==> src/rtl/detect_event_logger.sv <==
// detect_event_logger
//   Timestamps every detection from a Moore sequence detector with a
//   free-running cycle counter. The timestamps are held in a small show-ahead
//   FIFO that is drained over a valid/ready interface. The block also keeps a
//   saturating count of all events and a sticky overflow flag.
//
// Optional feature macro: DETECT_LOG_EDGE_ONLY_EN
//   If this macro is defined, an event is a rising edge of detector_in, so a
//   run of high cycles counts as one event. If it is not defined, every high
//   cycle is an event.
//
// Parameters
//   TS_W   timestamp / free-running counter width
//   DEPTH  FIFO entries (power of two, >= 2)
//   CNT_W  event counter width
//
// Ports
//   clock        in   rising-edge clock
//   reset        in   asynchronous active-low reset
//   detector_in  in   detector output, sampled every rising edge
//   clear        in   synchronous clear of FIFO, counters and flag
//   ts_ready     in   consumer accepts the head entry
//   ts_valid     out  FIFO not empty
//   ts_data      out  head timestamp (zero while empty)
//   event_count  out  saturating total event count
//   fifo_level   out  occupancy, 0..DEPTH
//   overflow     out  sticky: an event was dropped because the FIFO was full
module detect_event_logger #(
  parameter int TS_W  = 16,
  parameter int DEPTH = 8,
  parameter int CNT_W = 16
) (
  input  logic                       clock,
  input  logic                       reset,
  input  logic                       detector_in,
  input  logic                       clear,
  input  logic                       ts_ready,
  output logic                       ts_valid,
  output logic [TS_W-1:0]            ts_data,
  output logic [CNT_W-1:0]           event_count,
  output logic [$clog2(DEPTH):0]     fifo_level,
  output logic                       overflow
);

  localparam int AW = $clog2(DEPTH);
  localparam int LW = AW + 1;

  logic [TS_W-1:0]  ts_cnt_reg;
  logic [AW-1:0]    wr_ptr_reg;
  logic [AW-1:0]    rd_ptr_reg;
  logic [LW-1:0]    level_reg;
  logic [CNT_W-1:0] count_reg;
  logic             overflow_reg;
  logic [TS_W-1:0]  mem [DEPTH];

  logic event_hit;
  logic fifo_full;
  logic fifo_empty;
  logic pop;
  logic push;
  logic drop;

`ifdef DETECT_LOG_EDGE_ONLY_EN
  logic prev_reg;

  // The previous sample keeps tracking during clear. This stops a run that
  // spans a clear from being seen as a fresh rising edge afterwards.
  always_ff @(posedge clock or negedge reset) begin
    if (!reset) begin
      prev_reg <= 1'b0;
    end else begin
      prev_reg <= detector_in;
    end
  end

  assign event_hit = detector_in & ~prev_reg;
`else
  assign event_hit = detector_in;
`endif

  assign fifo_full  = (level_reg == LW'(DEPTH));
  assign fifo_empty = (level_reg == '0);

  // A push into a full FIFO is accepted when a pop happens in the same cycle.
  // The slot being written is the one the head is leaving.
  assign pop  = ~fifo_empty & ts_ready;
  assign push = event_hit & (~fifo_full | pop);
  assign drop = event_hit & fifo_full & ~pop;

  always_ff @(posedge clock or negedge reset) begin
    if (!reset) begin
      ts_cnt_reg   <= '0;
      wr_ptr_reg   <= '0;
      rd_ptr_reg   <= '0;
      level_reg    <= '0;
      count_reg    <= '0;
      overflow_reg <= 1'b0;
    end else if (clear) begin
      ts_cnt_reg   <= '0;
      wr_ptr_reg   <= '0;
      rd_ptr_reg   <= '0;
      level_reg    <= '0;
      count_reg    <= '0;
      overflow_reg <= 1'b0;
    end else begin
      ts_cnt_reg <= ts_cnt_reg + TS_W'(1);
      if (push) begin
        wr_ptr_reg <= wr_ptr_reg + AW'(1);
      end
      if (pop) begin
        rd_ptr_reg <= rd_ptr_reg + AW'(1);
      end
      if (push && !pop) begin
        level_reg <= level_reg + LW'(1);
      end else if (pop && !push) begin
        level_reg <= level_reg - LW'(1);
      end
      if (event_hit && (count_reg != {CNT_W{1'b1}})) begin
        count_reg <= count_reg + CNT_W'(1);
      end
      if (drop) begin
        overflow_reg <= 1'b1;
      end
    end
  end

  // Storage has no reset. Entries are only visible through level_reg, so
  // stale contents after a reset or clear are never exposed.
  always_ff @(posedge clock) begin
    if (!clear && push) begin
      mem[wr_ptr_reg] <= ts_cnt_reg;
    end
  end

  assign ts_valid    = ~fifo_empty;
  assign ts_data     = fifo_empty ? '0 : mem[rd_ptr_reg];
  assign event_count = count_reg;
  assign fifo_level  = level_reg;
  assign overflow    = overflow_reg;

endmodule

==> config.mk <==
export PLATFORM = sky130hd
export DESIGN_NAME = detect_event_logger
export DESIGN_NICKNAME = d
export VERILOG_FILES = /design/src/rtl/detect_event_logger.sv
export SDC_FILE = /design/constraint.sdc
export NUM_CORES = 1
export LEC_CHECK = 0
export ABC_AREA = 1
export CAP_MARGIN = 0
export CORE_ASPECT_RATIO = 2
export CORE_MARGIN = 1.5
export CORE_UTILIZATION = 63
export DETAILED_ROUTE_END_ITERATION = 8
export PLACE_DENSITY = 0.84
export REMOVE_ABC_BUFFERS = 1
export SLEW_MARGIN = 20
export SYNTH_ARGS = -nofsm -noshare
export SYNTH_HDL_FRONTEND = slang
export SYNTH_SLANG_ARGS = --single-unit
==> constraint.sdc <==
create_clock -name clock -period 4.2 [get_ports clock]
set_input_delay 0.42 -clock clock [delete_from_list [all_inputs] [get_ports clock]]
set_output_delay 0.42 -clock clock [all_outputs]
set_load 0.02 [all_outputs]
==> results of run 1 <==
==> cells in the mapped netlist <==
cell type    n
nor2_1     153
edfxtp_1   128
o21ai_0     97
nand2_1     87
dfrtp_1     43
inv_1       32
nand3_1     25
clkbuf_1    18
mux2i_1     16
o22ai_1     16
a21oi_1     13
nand2_2     11
xor2_1      11
nand4_1      9
buf_2        8
ha_1         6
nor3_1       5
o21ai_1      5
nor2_4       3
nor2_2       2
xnor2_1      2
a21o_1       1
buf_1        1
buf_6        1
buf_8        1
clkbuf_8     1
clkinv_1     1
fa_1         1
inv_2        1
nand3_2      1
nor3_2       1
o21bai_1     1
==> cell families after synthesis <==
logic type	Yosys count
simple gates	297
flops	171
compound gates	133
buf+inv	64
mux	16
xor+xnor	13
fa+ha+maj	7
==> worst max-delay path: cells and delay by family (launching register included) <==
family | cells | cell delay, ns
DFF | 1 | 0.62
AOI/OAI and AO/OA | 1 | 0.28
buffers and inverters | 3 | 1.35
and+or+nand+nor | 3 | 0.36
==> placed cells by master (no fill, tap or decap), types with 2 or more instances in the layout <==
| master | instances |
|---|---|
| a21oi_1 | 13 |
| xnor2_1 | 2 |
| xor2_1 | 11 |
| clkbuf_1 | 2 |
| clkinvlp_4 | 4 |
| mux2i_1 | 16 |
| bufinv_16 | 2 |
| nand4_1 | 9 |
| nand3_1 | 25 |
| nor2_2 | 2 |
| nor3_1 | 5 |
| nor2_4 | 3 |
| inv_1 | 32 |
| clkdlybuf4s50_1 | 41 |
| nand2_1 | 87 |
| clkbuf_16 | 17 |
| o21ai_0 | 97 |
| inv_6 | 4 |
| clkinv_1 | 2 |
| nor2_1 | 153 |
| o21ai_1 | 5 |
| nand2_2 | 11 |
| ha_1 | 6 |
| dfrtp_1 | 42 |
| buf_4 | 16 |
| edfxtp_1 | 128 |
| o22ai_1 | 16 |
==> per-stage QoR <==
step / instances / worst slack, ns / hold WS [ns] / cell area [um2]
after floorplan: 671 / 0.8705 / 0.1244 / 7350
after global placement: 873 / 1.407 / 0.4881 / 8060
after detailed placement: 873 / 1.283 / 0.4960 / 8060
after CTS: 905 / 0.7058 / 0.1822 / 8636
after global routing: 905 / 0.5530 / 0.03558 / 8638
final: 905 / 0.7208 / -0.01349 / 8638
==> area by class of cell <==
cell class / count / share of cell area (%)
sequential: 171 / 56.97
multi-input combinational: 466 / 26.65
timing repair buffer: 57 / 6.141
clock buffer: 19 / 5.012
tap: 145 / 2.100
clock inverter: 13 / 1.651
inverter: 34 / 1.477
==> path summary, 6_finish.rpt <==
| path | start | to | slack [ns] | cells after the start |
|---|---|---|---|---|
| max reg2reg | fifo_level[1]$_DFFE_PN0P_ | fifo_level[3]$_DFFE_PN0P_ | 1.69 | 10 |
| max | rd_ptr_reg[0]$_DFFE_PN0P_ | ts_data[10] | 0.72 | 7 |
| min reg2reg | overflow$_DFFE_PN0P_ | overflow$_DFFE_PN0P_ | 0.51 | 2 |
| max in group asynchronous | reset | rd_ptr_reg[0]$_DFFE_PN0P_ | 3.78 | 1 |
| min | reset | fifo_level[0]$_DFFE_PN0P_ | -0.01 | 1 |
| min in group clock | overflow$_DFFE_PN0P_ | overflow$_DFFE_PN0P_ | 0.51 | 2 |
==> report_power, final <==
part	internal [uW]	total, uW	switching, uW	leakage [uW]
Clock	880	1520	637	0.000268
Combinational	442	1160	719	0.00112
Sequential	1860	1950	84.8	0.00173
Total	3180	4620	1440	0.00312
==> layer usage <==
layer	part of all wire (%)	routed length (um)
met1	35	5981
met2	54	9381
met3	6.3	1089
met4	4.8	826
met5	0	0
==> run_results.csv, run 1 <==
group,metric,value,unit
detailed_routing,avgViaCountPerCell,6.055,
floorplanning,die_x,80.16,um
worst_setup_path,cp.required,3.78,ns
detailed_routing,wl_per_cell,19.09,um
floorplanning,core_area,11630,um2
logic_synthesis,synth_area,7501,um2
worst_setup_path,startpoint_type,"register",
outcome,outcome,"finished with violations",
cts,cts_htree_levels,4,
worst_setup_path,cpPeakStageDelay,0.62,ns
worst_hold_path,hp-class,"primary input to async pin",
logic_synthesis,synthSimpleGateAreaFrac,16.56,%
cts,clk_path_buf_depth,2,
cts,cts_setup_buffers,0,
detailed_routing,wirelength,17280,um
floorplanning,ios,43,
sta,fin_tns_setup,0,ns
detailed_routing,ant_nets,0,
logic_synthesis,synth_compound_area_share,9.208,%
power_and_ir_drop,powerDensity,535.2,nW/um2
global_routing,grt_pass1_vias,5400,
cts,cts_num_sinks,171,
worst_setup_path,path_cells,"inv_1, buf_4, nor2_1, o22ai_1, nor2_1, nor2_1, clkdlybuf4s50_1",
worst_setup_path,arrival,3.06,ns
global_routing,grtUsageTotal,29.47,%
detailed_routing,dr.first_iter.drc_count,514,
logic_synthesis,synth_warnings,0,
global_routing,gr-usage-met1,32.49,%
sta,maxSlewHeadroom,45.04,%
worst_setup_path,cp_common_cell,"nor2_1",
layout,multi_input_area,2302,um2
sta,finalHoldWorstSlack,-0.01349,ns
global_routing,grt_pass1_wl,27060,um
logic_synthesis,yosys.area_share.xor_xnor,1.518,%
placed_design,portBuffers,42,
cts,clk_pin_slew_worst_paths,0.06,ns
layout,fin_util,74.27,%
worst_setup_path,path_max_fanout,45,
layout,areaGrowthSynthToFinish,15.16,%
logic_synthesis,avgSynthCellArea,10.70,um2
flow_run,cap_violations,0,
worst_setup_path,endpoint_kind,"primary output",
sta,fin_crit_sh,82.84,%
placed_design,gp_congestion,0.8480,
cts,root_buffer,"clkbuf_16",
logic_synthesis,postSynthCellCount,701,
floorplanning,initial_utilization,64.49,%
placed_design,detailed_place_hpwl,10350,um
logic_synthesis,synthMuxAreaShare,2.135,%
cts,clk_latency,0.42,ns
sta,finalCriticalPeriod,3.479,ns
global_routing,grt-ovfl-total,0,
cts,cts-buffers-inserted,17,
detailed_routing,drcViolationCount,0,
floorplanning,dieArea,12610,um2
power_and_ir_drop,leakagePower,0.003118,uW
worst_setup_path,worstSetupPathType,"register to primary output",
logic_synthesis,ys_types,32,
logic_synthesis,synth_top_area_share,51.24,%
worst_setup_path,slowest_stage,"dfrtp_2",
layout,antennaDiodeCount,0,
outcome,violations,"hold timing",
global_routing,use_met3,6.203,%
cts,cts_resized,0,
sta,hold_viol_final,3,
power_and_ir_drop,ir_drop,476.8,uV
layout,largest_register_ffs,128,
logic_synthesis,yosysSeqAreaShare,65.59,%
logic_synthesis,ys_ff_latch,171,
global_routing,antenna_found_initial,0,
detailed_routing,first_pass_iters,6,
sta,slew_viol_final,0,
global_routing,gr-usage-met2,51.58,%
cts,cts_tree,"built",
logic_synthesis,synthAdderAreaFrac,1.268,%
cts,cts_hold_buffers,0,
global_routing,grt_max_degree,46,
floorplanning,die_h,157.3,um
floorplanning,fp-row-count,56,
logic_synthesis,yosys-top-cells-area,"edfxtp_1 (51%), dfrtp_1 (14%), nor2_1 (7.7%), o21ai_0 (6.5%), nand2_1 (4.4%)",
sta,max_slew.worst_pin.slew,0.8244,ns
sta,fmax,287.4,MHz
logic_synthesis,synth_top_family_by_area,"simple AND/OR/NAND/NOR gates",
sta,finalSetupViolations,0,
layout,final_nets,759,
detailed_routing,num_vias,5480,
global_routing,grt-busiest-layer,"met2",
sta,skew,0.006556,ns
layout,fill_cells,781,
logic_synthesis,synth_top_cell_by_area,"edfxtp_1",
layout,drive_gt1_share,8.553,%
power_and_ir_drop,power,4623,uW
sta,rsz0062_at_grt,"false",
layout,seq_area,4921,um2
No activity file was read; power rests on OpenSTA's default activity.
==> run 2, diff against run 1 <==
CORE_UTILIZATION = 59   (was 63)
PLACE_DENSITY = 0.79   (was 0.84)
clock period = 3.58 ns   (was 4.2 ns; I/O delays follow)
==> run 2 against run 1 <==
Net effect: the flow now finishes without violations; clock power increased by 20%; count of clock-buffer cells in the layout fell by 1; clock skew increased by 0.0058 ns; cell area rose by 0.42%; core utilization decreased by 4.8 points; critical path type unchanged.
==> run_results.csv, run 2 (same netlist as run 1, synthesis figures left out) <==
group,metric,value,unit
sta,finalHoldWorstSlack,0.1001,ns
worst_setup_path,rr_startpoint,"fifo_level[1]$_DFFE_PN0P_",
placed_design,portBuffers,42,
floorplanning,ios,43,
cts,clk_pin_slew_worst_paths,0.06,ns
detailed_routing,avgViaCountPerCell,5.932,
worst_hold_path,hp-class,"primary input to async pin",
cts,clk_path_buf_depth,2,
sta,max_slew.worst_pin.slew,1.011,ns
layout,fill_cells,884,
layout,multi_input_area,2302,um2
worst_setup_path,reg2reg_depth,10,
detailed_routing,num_vias,5398,
layout,antennaDiodeCount,0,
sta,finalSetupViolations,0,
floorplanning,die_h,162.5,um
worst_setup_path,endpoint_kind,"primary output",
sta,hold_viol_final,0,
floorplanning,die_x,82.73,um
worst_setup_path,arrival,2.87,ns
layout,seq_area,4921,um2
cts,clk_latency,0.42,ns
flow_run,cap_violations,0,
layout,fin_util,69.50,%
floorplanning,dieArea,13440,um2
placed_design,dpl_cell_area,8087,um2
global_routing,use_met3,4.762,%
global_routing,grt_pass1_wl,26240,um
detailed_routing,wirelength,16770,um
sta,skew,0.01238,ns
global_routing,antenna_found_initial,0,
global_routing,grt_max_degree,44,
sta,finalCriticalPeriod,3.225,ns
placed_design,detailed_place_hpwl,10410,um
global_routing,grt_pass1_vias,5430,
cts,cts_setup_buffers,0,
layout,areaGrowthSynthToFinish,15.65,%
worst_setup_path,path_max_fanout,26,
global_routing,gr-usage-met1,29.64,%
sta,fmax,310.1,MHz
cts,cts_hold_buffers,0,
cts,cts_htree_levels,4,
sta,rsz0062_at_grt,"false",
placed_design,gp_congestion,0.7900,
detailed_routing,wl_per_cell,18.43,um
sta,maxSlewHeadroom,32.63,%
cts,cts_tree,"built",
worst_setup_path,rrSetupSlack,1.05,ns
detailed_routing,dr.first_iter.drc_count,360,
global_routing,grt-busiest-layer,"met2",
layout,final_common_cell,"nor2_1",
cts,cts_resized,0,
sta,fin_tns_setup,0,ns
layout,design_area,8675,um2
detailed_routing,ant_nets,0,
sta,slew_viol_final,0,
worst_setup_path,cp.required,3.22,ns
floorplanning,fp-row-count,58,
cts,cts_num_sinks,171,
worst_setup_path,startpoint_type,"register",
power_and_ir_drop,powerDensity,627.4,nW/um2
layout,largest_register_ffs,128,
power_and_ir_drop,leakagePower,0.003139,uW
outcome,outcome,"finished clean",
layout,final_cell_mix,"nor2_1 (153), edfxtp_1 (128), o21ai_0 (97), nand2_1 (87), dfrtp_1 (42)",
global_routing,gr-usage-met2,47.34,%
sta,fin_crit_sh,90.09,%
worst_setup_path,r2r-end,"fifo_level[3]$_DFFE_PN0P_",
worst_setup_path,worstSetupPathType,"register to primary output",
global_routing,grt-ovfl-total,0,
cts,root_buffer,"clkbuf_16",
floorplanning,initial_utilization,60.09,%
layout,final_nets,760,
detailed_routing,first_pass_iters,7,
power_and_ir_drop,ir_drop,819.7,uV
layout,drive_gt1_share,8.816,%
cts,cts-buffers-inserted,17,
detailed_routing,drcViolationCount,0,
floorplanning,core_area,12480,um2
global_routing,grtUsageTotal,26.81,%
## run 2: routing by layer
metal,vias up,wire (um)
met5,-,0
met4,0,627
met3,47,841
met2,217,9238
met1,2620,6060
li1,2514,-
## run 2: report_power, final
part / leakage [uW] / internal, uW / switching, uW
clock: 0.000282 / 1040 / 772
combinational: 0.00113 / 530 / 830
sequential: 0.00173 / 2180 / 83.9
total: 0.00314 / 3760 / 1690
## run 2: worst max-delay path by stage
stage	end	slack, ns	start	depth (start not counted)
floorplan	ts_data[0]	0.31	rd_ptr_reg[0]$_DFFE_PN0P_	5
global placement	ts_data[14]	1.04	rd_ptr_reg[0]$_DFFE_PN0P_	7
detailed placement	ts_data[14]	0.92	rd_ptr_reg[0]$_DFFE_PN0P_	7
CTS	ts_data[14]	0.38	rd_ptr_reg[0]$_DFFE_PN0P_	7
global route	ts_data[14]	0.23	rd_ptr_reg[0]$_DFFE_PN0P_	7
finish	ts_data[14]	0.35	rd_ptr_reg[0]$_DFFE_PN0P_	7
## run 2: layout make-up
cell class | instances | area share (%)
sequential | 171 | 56.73
multi-input combinational | 466 | 26.54
timing repair buffer | 58 | 6.318
clock buffer | 18 | 4.947
tap | 150 | 2.164
clock inverter | 13 | 1.832
inverter | 34 | 1.471
## run 2: metrics by stage
step           total power, uW  setup slack, ns  std cells
6_report                  5443           0.3548        910
5_1_grt                   5673           0.2291        910
4_1_cts                   5456           0.3758        910
3_5_place_dp              3654           0.9154        879
3_3_place_gp              3612            1.037        879
2_1_floorplan             3095           0.3125        671
## run 2: critical path, stage by stage, from the launching register on
cell	delay, ns
dfrtp_2	0.73
inv_1	0.14
buf_4	0.25
o21ai_0	0.28
o21ai_0	0.14
o21ai_0	0.26
nor2_1	0.10
clkdlybuf4s50_1	0.55
